$ cat src/rtl/rtc_sched_pkg.sv
// rtc_sched_pkg -- shared types and constants for the RTC refresh scheduler.
//   state_t   : scheduler FSM states
//   NUM_REGS  : number of registers swept per refresh
//   ADDR_*    : RTC register addresses, in sweep order
//   reg_addr  : sweep index -> RTC register address
//   is_bcd    : both nibbles of a byte are decimal digits
package rtc_sched_pkg;

   typedef enum logic [1:0] {
      ST_IDLE   = 2'd0,
      ST_WRITE  = 2'd1,
      ST_READ   = 2'd2,
      ST_COMMIT = 2'd3
   } state_t;

   localparam int NUM_REGS = 9;

   localparam logic [7:0] ADDR_SEG_C  = 8'h21;
   localparam logic [7:0] ADDR_MIN_C  = 8'h22;
   localparam logic [7:0] ADDR_HORA_C = 8'h23;
   localparam logic [7:0] ADDR_DIA    = 8'h24;
   localparam logic [7:0] ADDR_MES    = 8'h25;
   localparam logic [7:0] ADDR_YEAR   = 8'h26;
   localparam logic [7:0] ADDR_SEG_T  = 8'h41;
   localparam logic [7:0] ADDR_MIN_T  = 8'h42;
   localparam logic [7:0] ADDR_HORA_T = 8'h43;

   function automatic logic [7:0] reg_addr(input logic [3:0] idx);
      case (idx)
         4'd0:    reg_addr = ADDR_SEG_C;
         4'd1:    reg_addr = ADDR_MIN_C;
         4'd2:    reg_addr = ADDR_HORA_C;
         4'd3:    reg_addr = ADDR_DIA;
         4'd4:    reg_addr = ADDR_MES;
         4'd5:    reg_addr = ADDR_YEAR;
         4'd6:    reg_addr = ADDR_SEG_T;
         4'd7:    reg_addr = ADDR_MIN_T;
         4'd8:    reg_addr = ADDR_HORA_T;
         default: reg_addr = ADDR_SEG_C;
      endcase
   endfunction

   function automatic logic is_bcd(input logic [7:0] v);
      return (v[7:4] <= 4'd9) && (v[3:0] <= 4'd9);
   endfunction

endpackage

$ cat src/rtl/rtc_bus_watchdog.sv
// rtc_bus_watchdog -- counts consecutive cycles with bus_req high and flags
// a stalled transaction.
//   clk, reset : clock, synchronous active-high reset
//   bus_req    : transaction in flight
//   bus_done   : completion pulse (clears the count)
//   timeout    : high in the BUS_TIMEOUT-th cycle of an unanswered request
module rtc_bus_watchdog #(
   parameter int BUS_TIMEOUT = 255
) (
   input  logic clk,
   input  logic reset,
   input  logic bus_req,
   input  logic bus_done,
   output logic timeout
);

   logic [7:0] cnt;

   always_ff @(posedge clk) begin
      if (reset || !bus_req || bus_done)
         cnt <= 8'd0;
      else if (cnt != 8'hFF)
         cnt <= cnt + 8'd1;
   end

   // cnt is 0 in the first request cycle, so this fires exactly BUS_TIMEOUT
   // cycles into an unanswered request; the scheduler drops bus_req next.
   assign timeout = bus_req && !bus_done && (cnt == 8'(BUS_TIMEOUT - 1));

endmodule

$ cat src/rtl/rtc_refresh_scheduler.sv
// rtc_refresh_scheduler -- owns the shared RTC register bus. Every FRAME_DIV
// frame pulses it reads the nine time/date/timer registers into shadow
// storage and commits them to the display outputs in a single cycle. User
// writes are arbitrated against the sweep and take priority.
//   clk, reset         : clock, synchronous active-high reset
//   frame_pulse        : start-of-vblank pulse
//   wr_req/addr/data   : user write (held until wr_ack), wr_ack completion
//   bus_*              : RTC bus master side (req/we/addr/wdata out,
//                        rdata/done in)
//   seg_c .. hora_t    : committed BCD values
//   update             : pulse in the cycle the committed values change
//   busy               : FSM not idle
//   err                : pulse on bus timeout or discarded sweep
// Optional: RTC_SCHED_BCD_CHECK_EN rejects sweeps containing non-BCD nibbles.
module rtc_refresh_scheduler
   import rtc_sched_pkg::*;
#(
   parameter int FRAME_DIV   = 1,
   parameter int BUS_TIMEOUT = 255
) (
   input  logic       clk,
   input  logic       reset,
   input  logic       frame_pulse,
   input  logic       wr_req,
   input  logic [7:0] wr_addr,
   input  logic [7:0] wr_data,
   output logic       wr_ack,
   output logic       bus_req,
   output logic       bus_we,
   output logic [7:0] bus_addr,
   output logic [7:0] bus_wdata,
   input  logic [7:0] bus_rdata,
   input  logic       bus_done,
   output logic [7:0] seg_c,
   output logic [7:0] min_c,
   output logic [7:0] hora_c,
   output logic [7:0] cambio_dia,
   output logic [7:0] cambio_mes,
   output logic [7:0] cambio_year,
   output logic [7:0] seg_t,
   output logic [7:0] min_t,
   output logic [7:0] hora_t,
   output logic       update,
   output logic       busy,
   output logic       err
);

   state_t     state;
   logic [3:0] idx;
   logic [7:0] div_cnt;
   logic       refresh_pending;
   logic [7:0] shadow [NUM_REGS];
   logic       timeout;

   rtc_bus_watchdog #(.BUS_TIMEOUT(BUS_TIMEOUT)) u_wdog (
      .clk      (clk),
      .reset    (reset),
      .bus_req  (bus_req),
      .bus_done (bus_done),
      .timeout  (timeout)
   );

`ifdef RTC_SCHED_BCD_CHECK_EN
   logic shadow_ok;
   always_comb begin
      shadow_ok = 1'b1;
      for (int i = 0; i < NUM_REGS; i++)
         if (!is_bcd(shadow[i])) shadow_ok = 1'b0;
   end
`endif

   // Acknowledge in the completion cycle itself so a requester dropping
   // wr_req on the ack is already low when the FSM is back in IDLE.
   assign wr_ack = (state == ST_WRITE) && bus_req && bus_done;
   assign busy   = (state != ST_IDLE);

   always_ff @(posedge clk) begin
      if (reset) begin
         state           <= ST_IDLE;
         idx             <= 4'd0;
         div_cnt         <= 8'd0;
         refresh_pending <= 1'b0;
         bus_req         <= 1'b0;
         bus_we          <= 1'b0;
         bus_addr        <= 8'd0;
         bus_wdata       <= 8'd0;
         update          <= 1'b0;
         err             <= 1'b0;
         seg_c           <= 8'd0;
         min_c           <= 8'd0;
         hora_c          <= 8'd0;
         cambio_dia      <= 8'd0;
         cambio_mes      <= 8'd0;
         cambio_year     <= 8'd0;
         seg_t           <= 8'd0;
         min_t           <= 8'd0;
         hora_t          <= 8'd0;
         for (int i = 0; i < NUM_REGS; i++) shadow[i] <= 8'd0;
      end else begin
         update <= 1'b0;
         err    <= 1'b0;

         case (state)
            ST_IDLE: begin
               if (wr_req) begin
                  state     <= ST_WRITE;
                  bus_req   <= 1'b1;
                  bus_we    <= 1'b1;
                  bus_addr  <= wr_addr;
                  bus_wdata <= wr_data;
               end else if (refresh_pending) begin
                  state           <= ST_READ;
                  idx             <= 4'd0;
                  bus_req         <= 1'b1;
                  bus_we          <= 1'b0;
                  bus_addr        <= ADDR_SEG_C;
                  refresh_pending <= 1'b0;
               end
            end

            ST_WRITE: begin
               // Entered from READ with bus_req low: this is the mandatory
               // idle cycle after the preceding read completed.
               if (!bus_req) begin
                  bus_req <= 1'b1;
               end else if (timeout) begin
                  bus_req <= 1'b0;
                  err     <= 1'b1;
                  state   <= ST_IDLE;
               end else if (bus_done) begin
                  bus_req <= 1'b0;
                  state   <= ST_IDLE;
               end
            end

            ST_READ: begin
               // bus_req low inside READ is the gap cycle between reads.
               if (!bus_req) begin
                  bus_req  <= 1'b1;
                  bus_addr <= reg_addr(idx);
               end else if (timeout) begin
                  bus_req <= 1'b0;
                  err     <= 1'b1;
                  state   <= ST_IDLE;
               end else if (bus_done) begin
                  shadow[idx] <= bus_rdata;
                  bus_req     <= 1'b0;
                  if (idx == 4'(NUM_REGS - 1)) begin
                     // A complete sweep commits first; a waiting write is
                     // picked up from IDLE two cycles later.
                     state <= ST_COMMIT;
                  end else if (wr_req) begin
                     // Yield to the user write and restart the sweep later.
                     state           <= ST_WRITE;
                     refresh_pending <= 1'b1;
                     bus_we          <= 1'b1;
                     bus_addr        <= wr_addr;
                     bus_wdata       <= wr_data;
                  end else begin
                     idx <= idx + 4'd1;
                  end
               end
            end

            ST_COMMIT: begin
               state <= ST_IDLE;
`ifdef RTC_SCHED_BCD_CHECK_EN
               if (!shadow_ok) begin
                  err <= 1'b1;
               end else
`endif
               begin
                  seg_c       <= shadow[0];
                  min_c       <= shadow[1];
                  hora_c      <= shadow[2];
                  cambio_dia  <= shadow[3];
                  cambio_mes  <= shadow[4];
                  cambio_year <= shadow[5];
                  seg_t       <= shadow[6];
                  min_t       <= shadow[7];
                  hora_t      <= shadow[8];
                  update      <= 1'b1;
               end
            end

            default: state <= ST_IDLE;
         endcase

         // Placed after the FSM so a wrap coinciding with a sweep start
         // re-arms the flag rather than being lost.
         if (frame_pulse) begin
            if (div_cnt == 8'(FRAME_DIV - 1)) begin
               div_cnt         <= 8'd0;
               refresh_pending <= 1'b1;
            end else begin
               div_cnt <= div_cnt + 8'd1;
            end
         end
      end
   end

endmodule

$ cat config.mk
export PLATFORM = sky130hd
export DESIGN_NAME = rtc_refresh_scheduler
export DESIGN_NICKNAME = d
export VERILOG_FILES = /design/src/rtl/rtc_sched_pkg.sv /design/src/rtl/rtc_bus_watchdog.sv /design/src/rtl/rtc_refresh_scheduler.sv
export SDC_FILE = /design/constraint.sdc
export NUM_CORES = 1
export LEC_CHECK = 0
export BUFFER_PORTS_ARGS = -buffer_cell sky130_fd_sc_hd__buf_2
export CAP_MARGIN = 40
export CORE_ASPECT_RATIO = 1.4
export CORE_UTILIZATION = 55
export CTS_CLUSTER_DIAMETER = 30
export DETAILED_ROUTE_END_ITERATION = 16
export PLACE_DENSITY = 0.78
export SYNTH_ARGS = -nofsm -noshare
export SYNTH_HDL_FRONTEND = slang
export SYNTH_HIERARCHICAL = 1
export SYNTH_SLANG_ARGS = --single-unit
export TNS_END_PERCENT = 50
$ cat constraint.sdc
create_clock -name clk -period 3.6 [get_ports clk]
set_input_delay 0.36 -clock clk [delete_from_list [all_inputs] [get_ports clk]]
set_output_delay 0.36 -clock clk [all_outputs]
set_load 0.02 [all_outputs]
# Word level (Yosys, flattened, before mapping)

Memories as Yosys holds them, arrays and structs flattened. A register that Yosys moved wholly into a read port is not among the register bits.
Index checks and enable logic that the tools add are counted.

Logic and storage cells: 135
Memory bits (writable): 72
Latch bits: 0
Bits of input ports: 29
Memories: 2
Register bits: 43
Output and inout port bits: 94
Memory bits (read-only): 80

Memories:

| name            | depth | width | rd ports | clocked after Yosys merged registers in | wr ports | RTL line                    | text |
|---|---|---|---|---|---|---|---|
| (no name shown) | 16    | 5     | 1        | 1                                       | 0        | rtc_sched_pkg.sv:29         | `case (idx)` |
| shadow          | 9     | 8     | 9        | 9                                       | 9        | rtc_refresh_scheduler.sv:52 | `logic [7:0] shadow [NUM_REGS];` |

$mul: 0
Reduce and logical (&&, ||, !) cells: 22
Multiplexer cells: 72
Equal/unequal tests: 23
Order comparisons: 0
Bitwise operators: 2
Divide/modulo/power cells: 0
Shift operators: 0
$add $sub $neg: 3

Operators with widths:

| kind                                                           | number |
|---|---|
| 8-bit 2-to-1 mux                                               | 14 |
| 4-bit 2-to-1 mux                                               | 10 |
| 8-bit case mux with 2 select lines                             | 2 |
| 1-bit 2-to-1 mux                                               | 31 |
| 3-bit inequality test (second input constant)                  | 7 |
| 2-bit 2-to-1 mux                                               | 10 |
| 2-bit inequality test (second input constant)                  | 9 |
| 8-bit by 1-bit adder with 8-bit output (second input constant) | 2 |
| 6-bit AND reduction                                            | 2 |
| 8-bit == test (second input constant)                          | 1 |
| 8-bit zero test                                                | 1 |
| 8-bit inequality test (second input constant)                  | 1 |
| 2-bit case mux with 4 select lines                             | 1 |
| 4-bit case mux with 2 select lines                             | 1 |
| 8-bit AND reduction                                            | 1 |
| 8-bit OR reduction                                             | 1 |
| 7-bit AND reduction                                            | 1 |
| 1-bit case mux with 2 select lines                             | 3 |
| 2-bit nonzero test                                             | 3 |
| 5-bit AND reduction                                            | 1 |
| 4-bit by 1-bit adder with 4-bit output (second input constant) | 1 |
| 2-bit == test (second input constant)                          | 2 |
| 4-bit == test (second input constant)                          | 1 |
| 1-bit logical AND                                              | 4 |
| other kinds (9)                                                | 12 |

# Depth between registers and ports, before layout

Gate-level depths: netlist of the first run.

Word-level depth: 10
Gate-level depth with buffers: 13
Gate-level depth less buffers: 12

# Hierarchy

The synthesis of the first run kept the hierarchy.

Modules (own cells, without submodules):

| module                | instances | cells an instance | area each (µm²) | sequential area each (µm²) |
|---|---|---|---|---|
| rtc_refresh_scheduler | 1         | 651               | 7,410.9         | 4,404.2 |
| rtc_bus_watchdog      | 1         | 47                | 401.6           | 160.2 |

# Worst setup path after synthesis of the first run

Ideal clock, no wire load.

Path type: register to register
Start point: register bus_req
End point: register (tool-made name)
Path buffers: 1
Setup slack: 0.838 ns
Period minus slack after synthesis: 2.762 ns
Cell stages (with the launch flop): 13
Data required time: 3.478 ns
Arrival time: 2.640 ns
Library setup time: 0.122 ns
Cell sequence: dfxtp_1 nor2b_1 nand4_1 nor2_1 nand2b_4 a2111o_1 buf_2 o21ai_0 a21oi_1 inv_1 ha_1 and3_1 a221o_1

RTL lines:

| what                   | RTL line                     | text |
|---|---|---|
| from (decl)            | rtc_refresh_scheduler.sv:28  | `output logic bus_req,` |
| from (signal assigned) | rtc_refresh_scheduler.sv:83  | `bus_req <= 1'b0;` |
| from (signal assigned) | rtc_refresh_scheduler.sv:107 | `bus_req <= 1'b1;` |
| from (signal assigned) | rtc_refresh_scheduler.sv:114 | `bus_req <= 1'b1;` |

==> impl_metrics.ini, run 1 <==
[floorplan]
row_count = 51
initial_core_util_pct = 56.16
core_area_um2 = 13910
die_x_um = 102.7
dieArea_um2 = 14690
die_h_um = 143.0
top_level_ports = 123

[setup_path]
end_kind = flop
required_ns = 3.90
start_kind = flop
cp_max_fo = 7
worstPathArrival_ns = 3.42
path_class = reg2reg

[timing]
setup_viol_count_final = 0
timing.fmax_ghz = 0.3212
worstMarginPinSlew_ns = 0.8782
fin_tns_setup_ns = 0
hold_violations = 0
fin_crit_ns = 3.113
rsz0062_at_grt = no
finalCritPeriodShare_pct = 86.49
slew_viol_final = 0
skew_ns = 0.01096
relSlewSlack_pct = 41.46

[placement]
place.gp.congestion = 0.8787
post-place-cells = 971
dp_hpwl_mm = 11.66
io_buffers = 122

[clock_network]
cts_buffer_depth = 2
cts.reportedPaths.clkPinSlew_ns = 0.07
ctsHoldBuffers = 0
ctsHtreeMaxLevel = 4
numCtsBuffers = 17
cts_tree = built
cts_resized = 0
cts_sinks = 192
clk_latency_ns = 0.42
cts-root-buf = clkbuf_16
post_cts_buffers = 0

[cells_and_area]
multiInputGateArea_um2 = 3023
diodes = 0
nFillCells = 1142
syn_to_final_growth_pct = 16.67
final_cell_count_no_fill = 1002
final_layout_size_suffix_gt1_share_pct = 21.79
fin_nets = 851
seq_area_um2 = 4564

[yosys]
syn_avg_cell_area_um2 = 11.19
synth_xor_xnor_area_share_pct = 1.121
async_reset_ff_share_pct = 0
synth-compound-area-share_pct = 6.054
yosys_warnings = 6
syn_inst = 698
synth_top_area_cell = dfxtp_1
synth_top_area_share_pct = 30.75
synth_area_um2 = 7812
synth_cell_types = 54
synth-seq-area-share_pct = 58.42
synthMuxAreaShare_pct = 11.45
synth_seq_cells = 192
ys.flop_type = dfxtp_1
synthSimpleGateAreaFrac_pct = 17.18
synth_edf_count = 72
synthTopCellsByArea = dfxtp_1 31%, edfxtp_1 28%, mux2i_1 11%
synthAdderAreaFrac_pct = 2.723
synth_top_family_by_area = simple AND/OR/NAND/NOR gates
synth_fp_nets = 744

[grt]
gr-total-overflow = 0
grt_pass1_vias = 5453
grt_usage_pct = 23.67
grt_pass1_wl_mm = 26.36
antenna_found_initial = 0
grt_max_degree = 87

[hold_path]
hold_class = in2reg

[routing]
via_per_inst = 5.630
ant_nets = 0
vias = 5641
drtPass1Iterations = 4
drc = 0
wirelength_mm = 16.94
drt_iter0_drc = 253
wl_per_cell_um = 16.90

[power_and_ir_drop]
swShare_pct = 29.42
seq_power_share_pct = 47.7
pwr-share-clk_pct = 33.2
p_comb_share_pct = 19.1
internal_power_w = 0.003688
p_switching_w = 0.001537
vdd_drop_max_mv = 0.4229
p_per_area_nw_per_um2 = 573.3
p_leak_nw = 3.962

[flow_run]
drv_cap = 0

[outcome]
outcome = finished, final reports clean
Yosys cell counts (2+ instances only):
| master | number |
|---|---|
| dfxtp_1 | 120 |
| nor2_1 | 100 |
| mux2i_1 | 86 |
| edfxtp_1 | 72 |
| and3_1 | 69 |
| clkbuf_1 | 29 |
| nand2_1 | 22 |
| a21oi_1 | 17 |
| ha_1 | 17 |
| inv_1 | 17 |
| nor3_1 | 11 |
| o21ai_0 | 11 |
| and2_1 | 10 |
| buf_1 | 10 |
| a21o_1 | 9 |
| nand4_1 | 8 |
| nand3_1 | 7 |
| xor2_1 | 6 |
| a211oi_1 | 5 |
| nor2b_1 | 5 |
| or2_2 | 5 |
| or3_1 | 5 |
| a31oi_1 | 4 |
| buf_2 | 4 |
| nand2b_1 | 4 |
| o31ai_1 | 4 |
| xnor2_1 | 4 |
| a221oi_1 | 3 |
| mux2_2 | 3 |
| a211o_1 | 2 |
| a221o_1 | 2 |
| a22oi_1 | 2 |
| nand3b_1 | 2 |
| nor3b_1 | 2 |
| nor4b_1 | 2 |
area by class of cell:
class | count | share of cell area, %
inverters | 17 | 0.7001
well taps | 185 | 2.539
flip-flops and latches | 192 | 50.08
clock inverters | 14 | 1.304
repair buffers | 132 | 7.550
clock buffers | 17 | 4.667
multi-input cells | 445 | 33.16
logic make-up (layout without fill, tap and decap cells):
group | Yosys count | count (layout)
XOR/XNOR | 10 | 10
flip-flops | 192 | 192
buffers and inverters | 61 | 180
AO/OA/AOI/OAI | 69 | 69
AND/OR/NAND/NOR | 260 | 260
multiplexers | 89 | 89
adder cells (fa/ha/maj) | 17 | 17
critical path: stages, from the launching register on:
cell	delay, ns
dfxtp_1	0.42
inv_1	0.09
ha_1	0.20
nand4_1	0.09
nor2_1	0.10
nand2b_4	0.18
a2111oi_2	0.51
nand4_1	0.23
a21oi_1	0.35
inv_1	0.10
ha_1	0.21
and3_1	0.17
a221o_1	0.35
through the flow:
| stage | setup slack, ns | util [%] | cell area, um^2 | hold WS, ns | power, W |
|---|---|---|---|---|---|
| after floorplan | 0.8384 | - | 7812 | 0.4565 | 0.003228 |
| after global placement | 0.6425 | 61.61 | 8571 | 0.4378 | 0.003494 |
| after detailed placement | 0.4938 | 61.61 | 8571 | 0.4438 | 0.003535 |
| after CTS | 0.5098 | 65.52 | 9115 | 0.1714 | 0.005251 |
| after global routing | 0.2501 | 65.52 | 9115 | 0.1977 | 0.005450 |
| final | 0.4865 | 65.52 | 9115 | 0.1831 | 0.005225 |
placed cells by master, fill, tap and decap left out, types with 4 or more instances in the layout:
| cell type | netlist | routed |
|---|---|---|
| and2_1 | 10 | 10 |
| buf_2 | 4 | 121 |
| o21ai_0 | 11 | 11 |
| inv_1 | 17 | 17 |
| nand2_1 | 22 | 22 |
| or2_2 | 5 | 5 |
| a21o_1 | 9 | 9 |
| inv_8 | 0 | 4 |
| nand4_1 | 8 | 8 |
| edfxtp_1 | 72 | 72 |
| xor2_1 | 6 | 6 |
| a31oi_1 | 4 | 4 |
| nand3_1 | 7 | 7 |
| a21oi_1 | 17 | 17 |
| buf_4 | 1 | 11 |
| nor2b_1 | 5 | 5 |
| nand2b_1 | 4 | 4 |
| mux2i_1 | 86 | 86 |
| ha_1 | 17 | 16 |
| o31ai_1 | 4 | 4 |
| or3_1 | 5 | 5 |
| nor2_1 | 100 | 100 |
| and3_1 | 69 | 69 |
| inv_6 | 0 | 4 |
| clkbuf_16 | 0 | 17 |
| a211oi_1 | 5 | 5 |
| dfxtp_1 | 120 | 120 |
| nor3_1 | 11 | 11 |
| xnor2_1 | 4 | 4 |
metal layers:
layer	vias up	global-route usage, %	routed length, um
met1	2759	26.20	6676
met3	24	4.356	812
met2	165	44.11	9148
li1	2693	-	-
met5	-	0	0
met4	0	8.496	299
final timing paths:
| kind | startpoint | end | slack (ns) | cells after the start |
|---|---|---|---|---|
| setup reg to reg | u_wdog/cnt[0]$_SDFFE_PP0P_ | flop | 0.49 | 12 |
| hold / removal | wr_data[0] | bus_wdata[0]$_SDFFE_PP0P_ | 0.18 | 3 |
| setup / recovery | u_wdog/cnt[0]$_SDFFE_PP0P_ | flop | 0.49 | 12 |
| hold reg to reg | bus_addr[3]$_SDFFE_PP0P_ | bus_addr[3]$_SDFFE_PP0P_ | 0.45 | 2 |
state kept, by name, indices dropped and copies added, names as in the netlist, 2 cells and up, named ones only:
name and count:
bus_addr 8, bus_wdata 8, cambio_dia 8, cambio_mes 8, cambio_year 8, div_cnt 8
hora_c 8, hora_t 8, idx 4, min_c 8, min_t 8, seg_c 8
seg_t 8, shadow 72, state 2, u_wdog/cnt 8
power by group through the flow:
stage / logic (W) / clock network (W) / registers [W]
after floorplan: 0.000569 / 0 / 0.00266
after global routing: 0.00108 / 0.00186 / 0.00251
after global placement: 0.000963 / 0 / 0.00253
final: 0.000996 / 0.00174 / 0.00249
after CTS: 0.00100 / 0.00176 / 0.00249
after detailed placement: 0.000995 / 0 / 0.00254
(Power assumes the default switching activity.)
==> inputs of run 2 (changes only) <==
Settings changed: CAP_MARGIN 40 to 15, SYNTH_HIERARCHICAL 1 to unset.
==> run 2 against run 1 <==
Effect of this change:
- hold slack worse by 0.011 ns
- combinational power up 7%
- via count down 2.8%
- fmax down 0.45%
- clock-buffer cell count up 1
- non-clock buffer count down 1
- synthesized area down 1.4%
- sequential share of layout area up 0.13 points
- sequential power about the same
- setup slack worse by 0.014 ns
- critical path type unchanged
==> impl_metrics.ini, run 2 <==
[setup_path]
required_ns = 3.92
worstPathArrival_ns = 3.45
end_kind = flop
path_class = reg2reg
cp_max_fo = 13
start_kind = flop
ff2ff_path_depth = 10

[cells_and_area]
diodes = 0
final_cell_count_no_fill = 997
largest_reg_flops = 72
fin_nets = 847
largest_register = shadow
final_cell_area_um2 = 9091
seq_area_um2 = 4564
final_layout_size_suffix_gt1_share_pct = 21.23
final_common_cell = buf_2
mostFrequentLayoutCells = 121 x buf_2, 120 x dfxtp_1, 105 x nor2_1
multiInputGateArea_um2 = 2953
nFillCells = 1022
syn_to_final_growth_pct = 17.99

[yosys]
ys.flop_type = dfxtp_1
synth_top_area_share_pct = 31.18
async_reset_ff_share_pct = 0
synth_top_family_by_area = simple AND/OR/NAND/NOR gates
syn_inst = 690
syn_avg_cell_area_um2 = 11.17
synth-compound-area-share_pct = 4.726
synth_xor_xnor_area_share_pct = 1.250
synthMuxAreaShare_pct = 11.24
synth_cell_types = 47
synth_area_um2 = 7705
synth-seq-area-share_pct = 59.24
synth_top_area_cell = dfxtp_1
synth_seq_cells = 192
synthTopCellsByArea = dfxtp_1 31%, edfxtp_1 28%, mux2i_1 11%
synthAdderAreaFrac_pct = 2.598
synth.most_common_cell = dfxtp_1
synthSimpleGateAreaFrac_pct = 18.20
yosys_warnings = 0
synth_fp_nets = 735
synth_edf_count = 72
synth_commonest_cells = 120 x dfxtp_1, 105 x nor2_1, 85 x mux2i_1, 72 x edfxtp_1, 51 x and3_1

[hold_path]
worstHoldPathCells = 3
hold_class = in2reg

[power_and_ir_drop]
pwr-share-clk_pct = 35.1
p_comb_share_pct = 19.5
seq_power_share_pct = 45.4
swShare_pct = 28.83
p_switching_w = 0.001576
p_leak_nw = 3.864
p_per_area_nw_per_um2 = 601.5
internal_power_w = 0.003892
vdd_drop_max_mv = 0.3451

[grt]
grt_usage_pct = 23.23
grt_max_degree = 68
antenna_found_initial = 0
grt_pass1_vias = 5263
gr-total-overflow = 0
grt_pass1_wl_mm = 25.70

[placement]
place.gp.congestion = 0.8278
io_buffers = 122
post-place-cells = 965
place_area_um2 = 8482
dp_hpwl_mm = 11.12

[clock_network]
cts_sinks = 192
cts_tree = built
cts_resized = 0
cts_buffer_depth = 2
cts.reportedPaths.clkPinSlew_ns = 0.07
ctsHoldBuffers = 0
post_cts_buffers = 0
cts-root-buf = clkbuf_16
clk_latency_ns = 0.43
numCtsBuffers = 17
ctsHtreeMaxLevel = 4

[floorplan]
top_level_ports = 123
initial_core_util_pct = 57.02
core_area_um2 = 13510
die_x_um = 102.0
die_h_um = 142.0
dieArea_um2 = 14490
row_count = 50

[timing]
fin_tns_setup_ns = 0
timing.fmax_ghz = 0.3197
slew_viol_final = 0
relSlewSlack_pct = 39.03
setup_viol_count_final = 0
hold_ws_ns = 0.1721
worstMarginPinSlew_ns = 0.9145
finalCritPeriodShare_pct = 86.88
skew_ns = 0.01071
rsz0062_at_grt = no
hold_violations = 0
fin_crit_ns = 3.128

[routing]
drt_iter0_drc = 277
dr_wl_met3_um = 821
wl_met2_mm = 8.648
wirelength_mm = 16.26
vias = 5483
via_per_inst = 5.499
drtPass1Iterations = 5
ant_nets = 0
met1_length_mm = 6.427
drc = 0
top_layer = met4
wl_per_cell_um = 16.31

[flow_run]
drv_cap = 0

[outcome]
outcome = finished, final reports clean
-- run 2: cell types whose count changed in the layout (fill, tap and decap cells not counted), moves of 5 or more --
cell	previous run	this run
nand4_1	8	3
nand3_1	7	20
nand2b_1	4	13
nor2_1	100	105
nor3_1	11	6
and2_1	10	24
and3_1	69	51
-- run 2: final cells by class --
class | instances | area share, %
clock buffers | 18 | 4.721
clock inverters | 14 | 1.982
inverters | 15 | 0.6193
multi-input cells | 445 | 32.48
flip-flops and latches | 192 | 50.21
well taps | 182 | 2.505
repair buffers | 131 | 7.487
-- run 2: worst max-delay path, stage by stage, from the launching register on --
cell and delay [ns]:
dfxtp_1 0.38, inv_1 0.13, ha_1 0.42, nand3_1 0.38
o21a_1 0.34, nor4_1 0.42, nor2_1 0.13, or2_2 0.30
ha_1 0.28, mux2i_1 0.13, mux2i_1 0.10
-- run 2: layer usage --
layer  up-vias  track usage (%)
li1       2634                -
met1      2642            26.20
met2       177            41.68
met3        30            5.059
met4         0            9.699
met5         -                0
-- run 2: kinds of logic after synthesis --
| kind of cell | after synthesis |
|---|---|
| XOR/XNOR | 11 |
| AND/OR/NAND/NOR | 275 |
| adder cells (fa/ha/maj) | 16 |
| flip-flops | 192 |
| multiplexers | 86 |
| AO/OA/AOI/OAI | 57 |
| buffers and inverters | 53 |
-- run 2: path summary, 6_finish.rpt --
| kind | startpoint | slack, ns | to |
|---|---|---|---|
| worst max-delay path | state[0]$_SDFFE_PP0P_ | 0.47 | flop |
| worst min-delay path | wr_data[4] | 0.17 | bus_wdata[4]$_SDFFE_PP0P_ |
| worst max register to register | state[0]$_SDFFE_PP0P_ | 0.47 | flop |
| worst min register to register | bus_wdata[5]$_SDFFE_PP0P_ | 0.47 | bus_wdata[5]$_SDFFE_PP0P_ |
-- run 2: through the flow --
stage	setup slack (ns)	utilization [%]	total power (W)
2_1_floorplan	1.133	-	0.003252
3_3_place_gp	0.6970	62.77	0.003543
3_5_place_dp	0.5233	62.77	0.003591
4_1_cts	0.4956	67.28	0.005497
5_1_grt	0.2011	67.28	0.005694
6_report	0.4724	67.28	0.005469
-- run 2: power groups by stage --
stage / Clock, W / Combinational, W / Sequential [W]
floorplan: 0 / 0.000621 / 0.00263
global placement: 0 / 0.00102 / 0.00252
detailed placement: 0 / 0.00106 / 0.00253
CTS: 0.00195 / 0.00107 / 0.00248
global route: 0.00203 / 0.00116 / 0.00250
finish: 0.00192 / 0.00107 / 0.00248
==> inputs of run 3 (changes only) <==
Settings changed: BUFFER_PORTS_ARGS -buffer_cell sky130_fd_sc_hd__buf_2 to unset, DONT_BUFFER_PORTS set to 1, PLACE_DENSITY 0.78 to 0.7, SYNTH_HIERARCHICAL set to 1.
==> run 3 against run 2 <==
Effect of this change:
- core utilization decreased by 5.7 points
- first-iteration DRC count down 18%
- die area grew 1.4%
- flip-flop and latch count unchanged
- clock power decreased by 3%
- total power is 4.6% lower
- hold slack lost 0.15 ns
- setup slack got worse by 0.045 ns
- clock skew up 0.0041 ns
- combinational power shrank 34%
- global-route usage is 0.23 points higher
- cell count decreased by 12%
==> impl_metrics.ini, run 3 (synthesis results as in run 1) <==
[timing]
timing.fmax_ghz = 0.3152
slew_viol_final = 0
fin_crit_ns = 3.173
hold_violations = 0
setup_viol_count_final = 0
rsz0062_at_grt = no
fin_ws_ns = 0.4270
fin_tns_setup_ns = 0
worstMarginPinSlew_ns = 0.7449
finalCritPeriodShare_pct = 88.14
relSlewSlack_pct = 49.92
skew_ns = 0.01479

[floorplan]
core_area_um2 = 13910
die_h_um = 143.0
dieArea_um2 = 14690
top_level_ports = 123
die_x_um = 102.7
row_count = 51
initial_core_util_pct = 56.16

[cells_and_area]
mostFrequentLayoutCells = 120 x dfxtp_1, 100 x nor2_1, 86 x mux2i_1
final_common_cell = dfxtp_1
largest_register = shadow
final_cell_count_no_fill = 881
diodes = 0
largest_reg_flops = 72
nFillCells = 1145
final_cell_area_um2 = 8567
final_layout_size_suffix_gt1_share_pct = 8.190
fin_nets = 729
syn_to_final_growth_pct = 9.657

[power_and_ir_drop]
p_switching_w = 0.001563
seq_power_share_pct = 50.7
p_comb_share_pct = 13.5
p_leak_nw = 3.368
internal_power_w = 0.003654
pwr-share-clk_pct = 35.8
swShare_pct = 29.95
vdd_drop_max_mv = 0.3592
p_per_area_nw_per_um2 = 609.0
total_power_w = 0.005217

[routing]
drc = 0
wl_per_cell_um = 18.85
drt_iter0_drc = 227
vias = 5106
drtPass1Iterations = 5
via_per_inst = 5.796
wirelength_mm = 16.61
ant_nets = 0

[setup_path]
required_ns = 3.92
worstPathArrival_ns = 3.49
cp_max_fo = 12
crit_path_top_delay_cell = a2111oi_2
path_cells = inv_1 > ha_1 > nor2b_1 > a2111oi_2 > nand4_1 > a21oi_1 > inv_1 > ha_1 > and3_1 > a221o_1
end_kind = flop
start_kind = flop
path_class = reg2reg
max_stage_delay_ns = 0.46

[clock_network]
cts_tree = built
numCtsBuffers = 17
cts_sinks = 192
post_cts_buffers = 0
cts-root-buf = clkbuf_16
ctsHtreeMaxLevel = 4
clk_latency_ns = 0.43
cts.reportedPaths.clkPinSlew_ns = 0.07
cts_buffer_depth = 2

[grt]
antenna_found_initial = 0
grt.busiest_layer = met2
grt_pass1_wl_mm = 25.61
grt_pass1_vias = 4970
met2_usage_pct = 41.86
met1_usage_pct = 25.55
grt_usage_pct = 23.46
grt_max_degree = 88
gr-total-overflow = 0
grt_use_met3_pct = 6.755

[hold_path]
hold_class = in2reg

[placement]
post-place-cells = 848
place_ws_ns = 0.4576
place_area_um2 = 7950
place.gp.congestion = 0.8189
dp_hpwl_mm = 11.18
io_buffers = 0

[outcome]
outcome = finished, final reports clean

[flow_run]
drv_cap = 0
## run 3: changes by cell type in the layout (fill, tap and decap cells not counted), sizes merged, moves of 4 or more
| cell | before | now |
|---|---|---|
| nor2 | 105 | 100 |
| nand2b | 13 | 5 |
| inv | 20 | 26 |
| a21oi | 21 | 17 |
| and3 | 51 | 69 |
| nand4 | 3 | 9 |
| nand3 | 20 | 7 |
| nor3 | 7 | 12 |
| buf | 131 | 10 |
| and2 | 24 | 10 |
## run 3: layout make-up
cell class                      count  area, um^2  area share, %
Inverter                           17       63.81         0.7449
Multi-Input combinational cell    445        3023          35.29
Clock buffer                       18       439.2          5.126
Clock inverter                     14       157.7          1.840
Timing Repair Buffer               10       87.58          1.022
Sequential cell                   192        4564          53.28
Tap cell                          185       231.5          2.702
## run 3: per-stage QoR
step | hold WS [ns] | utilization, %
floorplan | 0.4565 | -
global placement | 0.4370 | 57.15
detailed placement | 0.4409 | 57.15
CTS | 0.004720 | 61.58
global route | 0.001415 | 61.58
finish | 0.02675 | 61.58
## run 3: path summary, 6_finish.rpt
kind | to | depth (start not counted) | slack, ns | from
worst max-delay path | flop | 10 | 0.43 | state[0]$_SDFFE_PP0P_
worst min-delay path | err$_SDFF_PP0_ | 1 | 0.03 | reset
worst max register to register | flop | 10 | 0.43 | state[0]$_SDFFE_PP0P_
worst min register to register | cambio_dia[7]$_SDFFE_PP0P_ | 2 | 0.49 | shadow[3][7]$_SDFFCE_PN0P_
## run 3: worst max-delay path: cells and delay by family, from the launching register on
family / cells / cell delay (ns)
adders and majority gates: 2 / 0.57
and+or+nand+nor: 3 / 0.63
buffers and inverters: 2 / 0.24
DFF: 1 / 0.43
AOI/OAI and AO/OA: 3 / 1.20
## run 3: power groups by stage
stage | clock network (W) | registers, W | logic [W]
2_1_floorplan | 0 | 0.00266 | 0.000569
3_3_place_gp | 0 | 0.00269 | 0.000666
3_5_place_dp | 0 | 0.00270 | 0.000693
4_1_cts | 0.00189 | 0.00265 | 0.000703
5_1_grt | 0.00199 | 0.00267 | 0.000765
6_report | 0.00187 | 0.00264 | 0.000704
## run 3: timing repair
action,4_1_cts,5_1_grt
hold buffers,1,0
gates resized for setup,0,0
hold endpoints to repair,29,0
## run 3: metal layers
metal	share of wire, %	vias to the layer above
li1	-	2445
met1	38	2455
met2	53	175
met3	7.0	31
met4	2.4	0
met5	0	-
